[src/rtl/assoc_set.sv]
// Set-associative cache set: WAYS ways of WORDS words with tag, valid, dirty and LRU age per way.
// Each request is latched in IDLE, resolved in LOOKUP and acknowledged in DONE.
module assoc_set #(
  parameter int WAYS   = 2,
  parameter int WORDS  = 4,
  parameter int TAG_W  = 5,
  parameter int DATA_W = 16
) (
  input  logic                     clk,
  input  logic                     rst,
  input  logic                     enable,
  input  logic                     comp,
  input  logic                     write,
  input  logic [$clog2(WORDS)-1:0] word,
  input  logic [$clog2(WAYS)-1:0]  way_sel,
  input  logic [TAG_W-1:0]         tag_in,
  input  logic [DATA_W-1:0]        data_in,
  input  logic                     valid_in,
  output logic                     hit,
  output logic                     dirty_out,
  output logic                     valid_out,
  output logic [TAG_W-1:0]         tag_out,
  output logic [DATA_W-1:0]        data_out,
  output logic [$clog2(WAYS)-1:0]  way_out,
  output logic                     ack
);

  // state  | meaning
  // IDLE   | waiting for enable; request fields latched on accept
  // LOOKUP | tags compared, storage and ages updated, responses registered
  // DONE   | ack high for one cycle
  localparam int WW = $clog2(WAYS);
  localparam int BW = $clog2(WORDS);

  typedef enum logic [1:0] {IDLE = 2'd0, LOOKUP = 2'd1, DONE = 2'd2} state_t;
  state_t state, state_nx;

  logic              r_comp, r_write, r_valid;
  logic [BW-1:0]     r_word;
  logic [WW-1:0]     r_way;
  logic [TAG_W-1:0]  r_tag;
  logic [DATA_W-1:0] r_data;

  logic [TAG_W-1:0]  tag_mem  [WAYS];
  logic [DATA_W-1:0] data_mem [WAYS*WORDS];
  logic [WAYS-1:0]   valid_q, dirty_q;
  logic [WW-1:0]     age_q    [WAYS];

  logic              hit_any, inv_any, do_write, do_touch;
  logic [WW-1:0]     hit_way, inv_way, old_way, victim, sel_way;
  logic [WW+BW-1:0]  addr;

  always_ff @(posedge clk or posedge rst) begin
    if (rst) state <= IDLE;
    else     state <= state_nx;
  end

  always_comb begin
    state_nx = state;
    case (state)
      IDLE:    if (enable) state_nx = LOOKUP;
      LOOKUP:  state_nx = DONE;
      DONE:    state_nx = IDLE;
      default: state_nx = IDLE;
    endcase
  end

  always_comb begin
    ack = (state == DONE);
  end

  // Descending scans so the lowest matching index is the one that sticks.
  always_comb begin
    hit_any = 1'b0;
    hit_way = '0;
    inv_any = 1'b0;
    inv_way = '0;
    old_way = '0;
    for (int i = WAYS - 1; i >= 0; i--) begin
      if (valid_q[i] && tag_mem[i] == r_tag) begin
        hit_any = 1'b1;
        hit_way = WW'(i);
      end
      if (!valid_q[i]) begin
        inv_any = 1'b1;
        inv_way = WW'(i);
      end
      if (age_q[i] == WW'(WAYS - 1)) old_way = WW'(i);
    end
    victim   = inv_any ? inv_way : old_way;
    sel_way  = r_comp ? (hit_any ? hit_way : victim) : r_way;
    addr     = {sel_way, r_word};
    do_write = r_write && (!r_comp || hit_any);
    do_touch = r_comp ? hit_any : r_write;
  end

  // Tag and data arrays survive reset; the rst gate keeps an abandoned op from writing.
  always_ff @(posedge clk) begin
    if (!rst && state == LOOKUP && do_write) begin
      data_mem[addr] <= r_data;
      if (!r_comp) tag_mem[sel_way] <= r_tag;
    end
  end

  always_ff @(posedge clk or posedge rst) begin
    if (rst) begin
      r_comp    <= 1'b0;
      r_write   <= 1'b0;
      r_valid   <= 1'b0;
      r_word    <= '0;
      r_way     <= '0;
      r_tag     <= '0;
      r_data    <= '0;
      valid_q   <= '0;
      dirty_q   <= '0;
      for (int i = 0; i < WAYS; i++) age_q[i] <= WW'(i);
      hit       <= 1'b0;
      dirty_out <= 1'b0;
      valid_out <= 1'b0;
      tag_out   <= '0;
      data_out  <= '0;
      way_out   <= '0;
    end else begin
      if (state == IDLE && enable) begin
        r_comp  <= comp;
        r_write <= write;
        r_valid <= valid_in;
        r_word  <= word;
        r_way   <= way_sel;
        r_tag   <= tag_in;
        r_data  <= data_in;
      end
      if (state == LOOKUP) begin
        hit       <= r_comp && hit_any;
        way_out   <= sel_way;
        tag_out   <= tag_mem[sel_way];
        valid_out <= valid_q[sel_way];
        dirty_out <= dirty_q[sel_way];
        data_out  <= data_mem[addr];
        if (do_write) begin
          if (r_comp) begin
            dirty_q[sel_way] <= 1'b1;
          end else begin
            valid_q[sel_way] <= r_valid;
            dirty_q[sel_way] <= 1'b0;
          end
        end
        if (do_touch) begin
          for (int j = 0; j < WAYS; j++) begin
            if (WW'(j) == sel_way)            age_q[j] <= '0;
            else if (age_q[j] < age_q[sel_way]) age_q[j] <= age_q[j] + 1'b1;
          end
        end
      end
    end
  end

endmodule
[config.mk]
export PLATFORM = sky130hd
export DESIGN_NAME = assoc_set
export DESIGN_NICKNAME = d
export VERILOG_FILES = /design/src/rtl/assoc_set.sv
export SDC_FILE = /design/constraint.sdc
export NUM_CORES = 1
export LEC_CHECK = 0
export ABC_AREA = 1
export CAP_MARGIN = 30
export CORE_MARGIN = 8
export CORE_UTILIZATION = 58
export DETAILED_ROUTE_END_ITERATION = 10
export GPL_ROUTABILITY_DRIVEN = 1
export HOLD_SLACK_MARGIN = 0.05
export PLACE_DENSITY = 0.87
export SLEW_MARGIN = 20
export SYNTH_ARGS = -nofsm -noshare
export SYNTH_HDL_FRONTEND = slang
export SYNTH_SLANG_ARGS = --single-unit
[constraint.sdc]
create_clock -name clk -period 3.05 [get_ports clk]
set_input_delay 0.305 -clock clk [delete_from_list [all_inputs] [get_ports clk]]
set_output_delay 0.305 -clock clk [all_outputs]
set_load 0.1 [all_outputs]
==> flow_results.org <==
** Route
- Router iterations before antenna repair :: 5
- In the routed layout, each cell is associated on average with a via count of 5.56.
- In the routed design, unresolved DRC markers number 0.
- Dividing the detail-routed wire length by the instance count gives 18.3 um.
- The routed design has 18.2 mm of wire.
- Count of antenna-violating nets left after detailed routing :: 0
- Number of DRC violations after detailed-routing iteration 0 :: 768
- The routed layout has 5557 vias.

** Die
- Measured along the x axis, the die boundary spans 135 um.
- The floorplan step set the die height to 135 um.
- Initial core utilization :: 0.590
- Placeable core area :: 0.0138 sq mm
- The die covers 0.0181 sq mm.
- FP Rows :: 43
- I/O pin count :: 56

** Power and ir drop
- VDD sags by at most 0.441 mV.
- Power Total :: 8800 uW
- In this run the power density over the cells is 924 mW/mm^2.
- Summed over all cells, the static leakage comes to 0.00405 uW.

** Worst hold path
- The tightest min-delay check is of the in -> reg type.

** Yosys
- Of the post-synthesis cell area, the dominant cell type holds 0.508.
- After synthesis the netlist holds a flip-flop and latch count of 198.
- In the post-synthesis netlist, the biggest area contributors are edfxtp_1, dfrtp_1, nand2_1.
- Async set-reset flop share out of synthesis :: 0.303
- The cell count after synthesis came out at 748.
- The share of the Yosys chip area taken by registers is 0.692.
- Synthesis produced a netlist with a net count of 778.
- In this run, synthesis inferred 138 flip-flops with an integrated enable.
- Summed instance area of the synthesized netlist :: 0.00816 sq mm
- In the post-synthesis netlist, the cell with the most instances is nand2_1.
- Sorting the synthesized cells by how often they occur yields nand2_1, edfxtp_1, dfrtp_1.
- Post-synthesis average cell area :: 10.9 sq um
- Primary flip-flop cell chosen by synthesis mapping :: edfxtp_1
- In this run, distinct cell masters in the synthesized netlist total 26.
- During synthesis, Yosys emitted a total of 0 warnings.
- The largest total area in the synthesized netlist belongs to edfxtp_1.

** Finish
- Of the cells placed in the final design, the portion with a size suffix greater than 1 is 0.0867.
- Final Core Density :: 0.689
- Post-Layout Inst Area :: 0.00953 sq mm
- Cell Count, Final, Fillers Out :: 999
- Synthesis-to-layout area growth :: 16.8%
- In the final design database the tool counted 836 nets.
- Antenna Diode Count :: 0

** Placed design
- In this run the cell area measured after placement is 0.00887 sq mm.
- The congestion estimate from routability-driven global placement came to 0.869.
- Number of port buffers :: 55
- Instance count after placement with tap cells included :: 966
- HPWL Detailed :: 11.6 mm

** Worst setup path
- Type of destination of the critical path :: register
- In this run the worst path has a maximum fanout of 26.
- CP startpoint kind :: register
- Arrival time of the worst setup path :: 2.55 ns
- Required time at the endpoint of the critical path :: 3.17 ns
- The worst setup path is of the reg -> reg kind.

** Clock tree
- For this design, the CTS-stage hold fixing added 0 buffers.
- Clock latency on the worst-skew pair, taken at its later pin, is 0.43 ns.
- Number of setup buffers added after CTS :: 0
- The clock passes through at most 2 buffers.
- After clock tree synthesis, the clock-pin slew on the worst setup and hold paths is 0.06 ns.
- Counting every sink on the clock net gives 198.
- The H-tree generated during clock tree synthesis spans 4 levels.
- Total of cells resized after clock tree synthesis :: 0
- The tree is rooted in a clkbuf_16.
- Number of buffers created by CTS :: 17
- CTS tree :: done

** STA
- The clock period could shrink to 2.44 ns.
- Headroom to the max-slew limit came out at 0.341.
- Portion of the clock cycle consumed by the worst path in the final layout :: 0.799
- Number of hold-slack violations in the final timing report :: 0
- Setup violations remaining at the end of the flow were counted as 0.
- Derived from the worst setup path, the maximum achievable clock frequency is 411 MHz.
- Setup repair after global routing left no endpoint under its margin.
- Worst slew pin tran :: 0.985 ns
- Worst-case clock skew :: 0.00939 ns
- Setup TNS after final layout :: 0 ns
- The number of pins with negative max-slew slack in the final report is 0.

** GRT
- Overall track demand over capacity in global routing :: 0.209
- Entering global routing, the biggest net connects 49 pins.
- Global-route wire length before repair :: 29.3 mm
- The total overflow left after global routing is 0.
- Vias in the first global route :: 5501
- Number of antenna violations at the first check in global routing :: 0

** Flow run
- Max-cap violations :: 0

** Run status
- Result of the run :: complete, no violations
==> through the flow <==
step	hold WS, ns	setup slack, ns
6_report	0.404	0.614
3_5_place_dp	0.458	0.762
2_1_floorplan	0.415	0.745
5_1_grt	0.408	0.531
3_3_place_gp	0.454	0.820
4_1_cts	0.397	0.706
==> state kept, by name (all words and copies together), names as in the netlist, 2 cells and up, named ones only <==
register	cells
valid_q	2
state	2
data_out	16
r_word	2
tag_out	5
tag_mem	10
r_tag	5
data_mem	128
age_q	2
r_data	16
==> metal layers <==
metal	routed length [um]	GRT usage	part of all wire
met1	7370	0.274	0.40
met2	8740	0.329	0.48
met3	1730	0.0561	0.095
met4	400	0.0786	0.022
met5	0	0	0
==> placed cells by master (no fill, tap or decap), drive strengths merged, types with 3 or more instances in the layout <==
cell           Yosys  final
nand2            336    336
edfxtp           138    138
dfrtp             59     59
o21ai             52     52
clkdlybuf4s50      0     48
nand3             34     34
mux2i             32     32
inv               29     29
buf               19     25
clkbuf            15     24
nor2              22     22
clkinv             2      6
nand3b             3      3
a21oi              3      3
bufinv             0      3
==> path summary, 6_finish.rpt <==
| path | endpoint | depth (start not counted) | startpoint | slack, ns |
|---|---|---|---|---|
| max | data_mem[2][6] | 6 | r_comp | 0.61 |
| min | r_data[5] | 3 | data_in[5] | 0.40 |
| max reg2reg | data_mem[2][6] | 6 | r_comp | 0.61 |
| min reg2reg | register | 2 | register | 0.48 |
| max in group asynchronous | age_q[0] | 3 | rst | 1.97 |
| min in group asynchronous | valid_q[1] | 2 | rst | 0.41 |
==> cell families after synthesis <==
family | after synthesis | synth area share
flip-flops | 198 | 0.692
multiplexers | 32 | 0.0393
AO/OA/AOI/OAI | 57 | 0.0362
AND/OR/NAND/NOR | 396 | 0.196
buffers and inverters | 65 | 0.0368
==> area by class of cell <==
type / count / area [sq um]
Fill cell: 920 / 4300
Sequential cell: 198 / 5650
Multi-Input combinational cell: 485 / 2210
Tap cell: 180 / 225
Clock buffer: 24 / 503
Timing Repair Buffer: 73 / 701
Inverter: 31 / 116
Clock inverter: 8 / 121
==> power by group <==
part           internal (uW)  total, uW  switching, uW
sequential              3280       3590            304
combinational            705       2880           2180
clock                   1400       2330            931
==> critical path, stage by stage, from the launching register on <==
cell	delay, ns
dfrtp_1	0.49
inv_1	0.13
nand2_2	0.49
a21boi_2	0.43
nand2_1	0.13
nor2_1	0.16
buf_4	0.28
No activity file was read; power rests on OpenSTA's default activity.
